`src/rtl/net_sched_pkg.sv`:
```
// net_sched_pkg: shared FSM type and widths for the transmit scheduler
package net_sched_pkg;
  typedef enum logic {IDLE, BUSY} sched_state_t;
  localparam int NET_DATA_W = 64;
  localparam int NET_KEEP_W = 8;
  localparam int RLIMIT_W = 8;
endpackage

```
`src/rtl/net_tx_scheduler_if.sv`:
```
// net_tx_scheduler_if: per-port flit inputs and the muxed network flit stream
interface net_tx_scheduler_if import net_sched_pkg::*; #(
  parameter int N_PORTS = 4,
  parameter int DATA_W = NET_DATA_W
);
  logic [N_PORTS-1:0] in_valid;
  logic [N_PORTS-1:0] in_ready;
  logic [N_PORTS*DATA_W-1:0] in_data;
  logic [N_PORTS*DATA_W/8-1:0] in_keep;
  logic [N_PORTS-1:0] in_last;
  logic out_valid;
  logic out_ready;
  logic [DATA_W-1:0] out_data;
  logic [DATA_W/8-1:0] out_keep;
  logic out_last;
  modport master (
    output in_valid, in_data, in_keep, in_last, out_ready,
    input in_ready, out_valid, out_data, out_keep, out_last
  );
  modport slave (
    input in_valid, in_data, in_keep, in_last, out_ready,
    output in_ready, out_valid, out_data, out_keep, out_last
  );
endinterface

```
`src/rtl/net_token_bucket.sv`:
```
// net_token_bucket: periodic refill token bucket, one token per fired flit
module net_token_bucket import net_sched_pkg::*; (
  input logic clock,
  input logic reset,
  input logic [RLIMIT_W-1:0] rlimit_inc,
  input logic [RLIMIT_W-1:0] rlimit_period,
  input logic [RLIMIT_W-1:0] rlimit_size,
  input logic fire,
  output logic has_token
);
  logic [RLIMIT_W-1:0] cnt, tokens;
  logic [RLIMIT_W:0] sum;
  logic tick;
  // fire only happens with a token present, so the sum never underflows
  always_comb begin
    tick = cnt >= rlimit_period;
    sum = {1'b0, tokens} - {{RLIMIT_W{1'b0}}, fire} + (tick ? {1'b0, rlimit_inc} : '0);
  end
  assign has_token = tokens != '0;
  always_ff @(posedge clock) begin
    if (reset) begin
      cnt <= '0;
      tokens <= '0;
    end else begin
      cnt <= tick ? '0 : cnt + 1'b1;
      tokens <= (sum > {1'b0, rlimit_size}) ? rlimit_size : sum[RLIMIT_W-1:0];
    end
  end
endmodule

```
`src/rtl/net_tx_scheduler.sv`:
```
// net_tx_scheduler: packet-granular round-robin arbiter with token-bucket pacing
module net_tx_scheduler import net_sched_pkg::*; #(
  parameter int N_PORTS = 4,
  parameter int DATA_W = NET_DATA_W
) (
  input logic clock,
  input logic reset,
  net_tx_scheduler_if.slave bus,
  input logic [RLIMIT_W-1:0] rlimit_inc,
  input logic [RLIMIT_W-1:0] rlimit_period,
  input logic [RLIMIT_W-1:0] rlimit_size,
  output logic [$clog2(N_PORTS)-1:0] grant_idx,
  output logic busy
);
  localparam int GW = $clog2(N_PORTS);
  localparam int KW = DATA_W / 8;
  sched_state_t state, state_next;
  logic [GW-1:0] grant, grant_next, rr_ptr, rr_next, pick;
  logic [DATA_W-1:0] data_a [N_PORTS];
  logic [KW-1:0] keep_a [N_PORTS];
  logic has_token, fire;
  function automatic logic [GW-1:0] wrap(input int v);
    return GW'(v % N_PORTS);
  endfunction
  net_token_bucket u_bucket (
    .clock(clock),
    .reset(reset),
    .rlimit_inc(rlimit_inc),
    .rlimit_period(rlimit_period),
    .rlimit_size(rlimit_size),
    .fire(fire),
    .has_token(has_token)
  );
  // walk downward so the nearest requester after rr_ptr is the last one written
  always_comb begin
    pick = '0;
    for (int k = N_PORTS; k >= 1; k--)
      if (bus.in_valid[wrap(int'(rr_ptr) + k)]) pick = wrap(int'(rr_ptr) + k);
  end
  always_comb begin
    state_next = state;
    grant_next = grant;
    rr_next = rr_ptr;
    if (state == IDLE && |bus.in_valid) begin
      state_next = BUSY;
      grant_next = pick;
    end
    if (fire && bus.in_last[grant]) begin
      state_next = IDLE;
      rr_next = grant;
    end
  end
  always_ff @(posedge clock) begin
    if (reset) begin
      state <= IDLE;
      grant <= '0;
      rr_ptr <= GW'(N_PORTS - 1);
    end else begin
      state <= state_next;
      grant <= grant_next;
      rr_ptr <= rr_next;
    end
  end
  always_comb begin
    for (int i = 0; i < N_PORTS; i++) begin
      data_a[i] = bus.in_data[i*DATA_W +: DATA_W];
      keep_a[i] = bus.in_keep[i*KW +: KW];
    end
  end
  assign busy = state == BUSY;
  assign grant_idx = grant;
  assign bus.out_valid = busy && bus.in_valid[grant] && has_token;
  assign fire = bus.out_valid && bus.out_ready;
  assign bus.in_ready = (busy && bus.out_ready && has_token) ? {{(N_PORTS-1){1'b0}}, 1'b1} << grant : '0;
  assign bus.out_data = data_a[grant];
  assign bus.out_keep = keep_a[grant];
  assign bus.out_last = bus.in_last[grant];
endmodule

```
`src/flat_wrapper.sv`:
```
// flat-port wrapper written by rule: the top's interface ports become plain ports
module net_tx_scheduler_flat import net_sched_pkg::*;
#(
  parameter int N_PORTS = 4,
  parameter int DATA_W = NET_DATA_W
)
  (clock, reset, rlimit_inc, rlimit_period, rlimit_size, grant_idx, busy, bus_in_valid, bus_in_data, bus_in_keep, bus_in_last, bus_out_ready, bus_in_ready, bus_out_valid, bus_out_data, bus_out_keep, bus_out_last);
  net_tx_scheduler_if #(.N_PORTS(N_PORTS), .DATA_W(DATA_W)) bus_i ();
  input logic clock;
  input logic reset;
  input logic [RLIMIT_W-1:0] rlimit_inc;
  input logic [RLIMIT_W-1:0] rlimit_period;
  input logic [RLIMIT_W-1:0] rlimit_size;
  output logic [$clog2(N_PORTS)-1:0] grant_idx;
  output logic busy;
  input wire logic [$bits(bus_i.in_valid)-1:0] bus_in_valid;
  input wire logic [$bits(bus_i.in_data)-1:0] bus_in_data;
  input wire logic [$bits(bus_i.in_keep)-1:0] bus_in_keep;
  input wire logic [$bits(bus_i.in_last)-1:0] bus_in_last;
  input wire logic [$bits(bus_i.out_ready)-1:0] bus_out_ready;
  output wire logic [$bits(bus_i.in_ready)-1:0] bus_in_ready;
  output wire logic [$bits(bus_i.out_valid)-1:0] bus_out_valid;
  output wire logic [$bits(bus_i.out_data)-1:0] bus_out_data;
  output wire logic [$bits(bus_i.out_keep)-1:0] bus_out_keep;
  output wire logic [$bits(bus_i.out_last)-1:0] bus_out_last;
  assign bus_i.in_valid = bus_in_valid;
  assign bus_i.in_data = bus_in_data;
  assign bus_i.in_keep = bus_in_keep;
  assign bus_i.in_last = bus_in_last;
  assign bus_i.out_ready = bus_out_ready;
  assign bus_in_ready = bus_i.in_ready;
  assign bus_out_valid = bus_i.out_valid;
  assign bus_out_data = bus_i.out_data;
  assign bus_out_keep = bus_i.out_keep;
  assign bus_out_last = bus_i.out_last;
  net_tx_scheduler #(.N_PORTS(N_PORTS), .DATA_W(DATA_W)) u_core (.clock(clock), .reset(reset), .bus(bus_i), .rlimit_inc(rlimit_inc), .rlimit_period(rlimit_period), .rlimit_size(rlimit_size), .grant_idx(grant_idx), .busy(busy));
endmodule
```
`config.mk`:
```
export PLATFORM = sky130hd
export DESIGN_NAME = net_tx_scheduler_flat
export DESIGN_NICKNAME = d
export VERILOG_FILES = /design/src/rtl/net_sched_pkg.sv /design/src/rtl/net_tx_scheduler_if.sv /design/src/rtl/net_token_bucket.sv /design/src/rtl/net_tx_scheduler.sv /design/src/flat_wrapper.sv
export SDC_FILE = /design/constraint.sdc
export NUM_CORES = 1
export LEC_CHECK = 0
export ABC_AREA = 1
export CORE_AREA = 2 2 159 161
export DETAILED_ROUTE_END_ITERATION = 10
export DIE_AREA = 0 0 161 163
export GPL_ROUTABILITY_DRIVEN = 0
export PLACE_DENSITY = 0.57
export SLEW_MARGIN = 20
export SYNTH_ARGS = -nofsm -noshare
export SYNTH_HDL_FRONTEND = slang
export SYNTH_SLANG_ARGS = --single-unit
```
`constraint.sdc`:
```
create_clock -name clock -period 5.12 [get_ports clock]
set_input_delay 0.768 -clock clock [delete_from_list [all_inputs] [get_ports clock]]
set_output_delay 0.768 -clock clock [all_outputs]
set_load 0.05 [all_outputs]
```
### Word-level counts from Yosys, hierarchy flattened

Cells that the tools add are included.
W data, S select, Z words.

| word-level totals | value |
|---|---|
| register bits | 21 |
| bits in latches | 0 |
| memory bits (writable) | 0 |
| memory bits (read-only) | 0 |
| bits of input ports | 323 |
| output and inout bits | 81 |
| logic and storage cells | 59 |
| memories kept | 0 |

| cells by class | value |
|---|---|
| $add $sub $neg | 7 |
| multipliers | 0 |
| divide/modulo/power cells | 0 |
| order comparisons | 8 |
| equality and inequality tests | 0 |
| shifts and indexed selects | 1 |
| muxes and demuxes | 25 |
| bitwise logic cells | 2 |
| reduce and logical (&&, ||, !) cells | 11 |

Operator list:

| kind | number |
|---|---|
| $bmux W64 S2 | 1 |
| $mux W64 | 2 |
| $mux W8 | 4 |
| $bmux W8 S2 | 1 |
| $lt A2 B3 Y1 const B | 5 |
| $bmux W1 S2 | 6 |
| $add A9 B8 Y9 | 1 |
| $gt A9 B8 Y1 | 1 |
| $sub A8 B1 Y9 | 1 |
| $add A8 B1 Y8 const B | 1 |
| $ge A8 B8 Y1 | 1 |
| $mux W2 | 4 |
| $reduce_bool A8 Y1 | 1 |
| $logic_and A1 B1 Y1 | 7 |
| $mux W1 | 6 |
| $add A2 B1 Y2 const B | 2 |
| $add A2 B2 Y2 const B | 2 |
| $mux W4 | 1 |
| $reduce_or A2 Y1 | 2 |
| $reduce_or A4 Y1 | 1 |
| $shl A1 B2 Y4 const A | 1 |
| $ge A3 B3 Y1 const B | 1 |
| $not A2 Y3 | 1 |
| $not A1 Y1 | 1 |

### Longest topological paths before layout

| depth | value |
|---|---|
| depth in word-level cells | 9 |
| gate-level depth with buffers | 29 |
| gate-level depth less buffers | 29 |

### Cells and area by module

From an unflattened synthesis, not the netlist that was laid out.

| unflattened totals | value |
|---|---|
| cells, all modules | 624 |
| area, all modules | 3828.7 µm² |

Modules (own cells, without submodules):

| module | instances | cells an instance | area each (µm²) |
|---|---|---|---|
| net_tx_scheduler | 1 | 378 | 2132.0 |
| net_token_bucket | 1 | 246 | 1696.6 |

### Worst setup path before layout

Ideal clock, no wire load.

| path | value |
|---|---|
| kind | input-to-reg |
| from | input port rlimit_period[7] |
| to | register u_core.u_bucket.tokens[0] |
| setup time | 115 ps |
| data arrival time | 3822 ps |
| data required time | 5005 ps |
| path slack | 1183 ps |
| stages on the path | 26 |
| cell sequence | inv_1 > ha_1 > nand2_1 > nor2_1 > nand4_1 > nand3_1 > nand2_1 > ha_1 > inv_1 > fa_1 > nand3_1 > nand2_2 > xor2_1 > ha_1 > nand2_1 > nor2_2 > nand2_1 > nand3_1 > nand2_1 > nand2_1 > nand2_1 > nand2_1 > nand2_2 > buf_6 > a21oi_1 > nor2_1 |

| on the way | value |
|---|---|
| word-level cells in the longest chain between the ends | 5 |

Ends and longest elaborated chain:

| item | RTL line | RTL |
|---|---|---|
| start, declared | flat_wrapper.sv:12 | `input logic [RLIMIT_W-1:0] rlimit_period;` |
| $ge A8 B8 Y1 * | net_token_bucket.sv:16 | `tick = cnt >= rlimit_period;` |
| $mux W8 * | net_token_bucket.sv:17 | `sum = {1'b0, tokens} - {{RLIMIT_W{1'b0}}, fire} + (tick ? {1'b0, rlimit_inc} : '0);` |
| $add A9 B8 Y9 * | net_token_bucket.sv:17 |  |
| $gt A9 B8 Y1 | net_token_bucket.sv:26 | `tokens <= (sum > {1'b0, rlimit_size}) ? rlimit_size : sum[RLIMIT_W-1:0];` |
| $mux W8 * | net_token_bucket.sv:26 |  |
| end signal, assigned | net_token_bucket.sv:26 |  |
| end, declared | net_token_bucket.sv:11 | `logic [RLIMIT_W-1:0] cnt, tokens;` |

Every way passes the cells marked *; elsewhere a longest branch is shown, timed or not.
A chain may end at the register's enable or synchronous reset.

### Worst setup path in the final report

| path | value |
|---|---|
| from | input port rlimit_period[7] |
| to | register u_core.u_bucket.tokens[2] |

The elaborated chain is that of the path after synthesis.

==> impl_metrics.csv <==
group,metric,value,unit
floorplanning,die_area,0.0262,mm^2
clocking,post-cts-setup-buffers,0,
clocking,hold_buffers,0,
sta,hold_slack,460,ps
sta,fin_crit_sh,0.898,
worst_setup_path,cp_common_cell,"nand2_1",
floorplanning,rows,58,
clocking,cts_tree,"yes",
route,dr.pass1.iters,5,
synthesis,synth-compound-area-share,0.280,
power_and_ir_drop,p_per_area,350,mW/mm^2
synthesis,syn_nets,958,
placed_design,place_ws,230,ps
route,antenna_left,0,
sta,tightestPinTransition,926,ps
synthesis,synth_most_common_cell,"nand2_1",
global_route,grt_util_all_layers,0.189,
synthesis,yosys-top-cells-count,"nand2_1 (187), a22oi_1 (110), inv_1 (60), nand3_1 (50), ha_1 (33)",
worst_setup_path,crit_fanout,11,
synthesis,ys_seq_area_frac,0.115,
synthesis,synth_cells,601,
global_route,antenna_found_initial,1,
worst_setup_path,worstSetupPathType,"in -> reg",
min_path,hold_start,"u_core.u_bucket.cnt[0]",
sta,rsz0062_at_grt,"false",
sta,hold_viol,0,
synthesis,synth-main-ff-cell,"dfxtp_1",
clocking,cts.path.max_buffers,2,
placed_design,hpwl,22500,um
outcome,status,"finished clean",
worst_setup_path,cpPeakStageDelay,460,ps
layout,area_growth,120,%
layout,nets,1334,
synthesis,synth_top_family_by_area,"simple AND/OR/NAND/NOR gates",
synthesis,synth_xor_area_frac,0.0289,
power_and_ir_drop,leakage,3.34,nW
sta,setup_tns,0,ps
synthesis,async_flop_share,0,
synthesis,synth-adder-area-share,0.119,
power_and_ir_drop,total_power,0.00281,W
sta,slew_violations,0,
route,drc,0,
job,cap_violations,0,
synthesis,synth-seq-cells,21,
clocking,clk_latency,260,ps
clocking,htree_levels,1,
worst_setup_path,critPathCaptureType,"flip-flop",
layout,fillers,2659,
synthesis,ys_top_cells_by_area,"a22oi_1 (23%), nand2_1 (19%), dfxtp_1 (12%)",
sta,max_slew_margin,0.383,
clocking,cts.sinks,21,
global_route,grt_overflow,0,
synthesis,synth.avg_cell_area,6.06,um^2
worst_setup_path,crit_arrival,4750,ps
worst_setup_path,crit_buf_inv,3,
floorplanning,coreArea,0.0247,mm^2
worst_setup_path,crit_slowest_cell,"fa_1",
route,wl_per_cell,20.6,um
worst_setup_path,crit_family,"simple AND/OR/NAND/NOR gates",
sta,setup_ws,522,ps
global_route,grt_pass1_vias,5442,
sta,finalSetupViolCount,0,
floorplanning,die_width,161,um
worst_setup_path,start_kind,"primary input",
synthesis,yosys_warnings,0,
clocking,cts_buffers,3,
floorplanning,ioPinCount,404,
sta,fmax,218,MHz
route,first_iter_violations,412,
synthesis,yosys.area_share.simple,0.334,
global_route,grt_pass1_wl,36300,um
power_and_ir_drop,worst_ir_drop_vdd,349,uV
worst_setup_path,cp-startpoint,"rlimit_period[7]",
route,vias_per_cell,4.28,
worst_setup_path,r2r_start,"u_core.u_bucket.cnt[5]",
floorplanning,initial_utilization,0.148,
clocking,clk_pin_slew,60,ps
sta,min_period,4600,ps
floorplanning,die_h,163,um
clocking,cts_resized,0,
route,routed_wl,26900,um
route,num_vias,5596,
synthesis,synth_top_area_share,0.227,
synthesis,yosysTopAreaCell,"a22oi_1",
synthesis,synthMuxAreaShare,0,
sta,fin_skew,2.44,ps
worst_setup_path,cp.required,5270,ps
synthesis,yosysUniqueCellTypes,35,
min_path,hp-class,"reg -> reg",
layout,postLayoutCoreUtil,0.325,
clocking,cts_root_buf,"clkbuf_16",
placed_design,portBuffers,403,
synthesis,syn_area,0.00364,mm^2
synthesis,synth_edf_count,0,
layout,drive_gt1_frac,0.0277,
global_route,grt_max_degree,74,
-- layout by cell type, fill, tap and decap left out, types with 4 or more instances in the layout --
master           instances
nand3_1                 50
inv_1                   59
xor2_1                  10
a22oi_1                110
o21ai_0                  4
nand2_1                187
nand3b_1                 4
nor2_1                  27
nand2_2                  4
inv_2                    7
clkdlybuf4s50_1        403
a21oi_1                 19
ha_1                    33
buf_4                    4
dfxtp_1                 21
nand4_1                  9
-- layout make-up --
class	count	area (um^2)	share of cell area
repair buffers	407	4060	0.507
diodes	1	2.50	0.000312
inverters	67	251	0.0314
clock inverters	1	5.00	0.000624
well taps	330	413	0.0515
clock buffers	3	75.1	0.00936
multi-input cells	477	2790	0.348
flip-flops and latches	21	420	0.0524
-- state kept, by name (all words and copies together), names as in the netlist --
register	cells
u_core.u_bucket.cnt	8
u_core.u_bucket.tokens	8
u_core.grant_idx	2
u_core.busy	1
u_core.rr_ptr	2
-- power breakdown --
group          internal, W  total [W]  switching, W
clock network     0.000105   0.000170     0.0000654
registers         0.000200   0.000221     0.0000206
logic             0.000892    0.00242       0.00152
total              0.00120    0.00281       0.00161
-- per-stage QoR --
step | cells | instance area (um^2)
after global placement | 1302 | 7940
after detailed placement | 1302 | 7940
after CTS | 1306 | 8020
after floorplan | 601 | 3640
final | 1307 | 8020
after global routing | 1307 | 8020
-- cells by family (layout without fill, tap and decap cells) --
kind of cell | count (synthesis) | count (layout)
xor+xnor | 12 | 12
fa+ha+maj | 34 | 34
buf+inv | 103 | 478
flops | 21 | 21
compound gates | 142 | 142
other cells | 0 | 1
simple gates | 289 | 289
-- path summary, 6_finish.rpt --
kind,cells after the start,slack [ps],to
setup / recovery,28,520,u_core.u_bucket.tokens[2]
hold / removal,1,460,u_core.u_bucket.cnt[0]
setup reg to reg,26,1190,u_core.u_bucket.tokens[2]
hold reg to reg,1,460,u_core.u_bucket.cnt[0]
-- routing by layer --
layer / vias to the layer above / wire [um] / track usage
met5: - / 0 / 0
met4: 0 / 209 / 0.0223
met3: 14 / 4400 / 0.129
met2: 274 / 10900 / 0.270
met1: 2487 / 11400 / 0.241
li1: 2821 / - / -
Power figures use the tool's default switching activity.
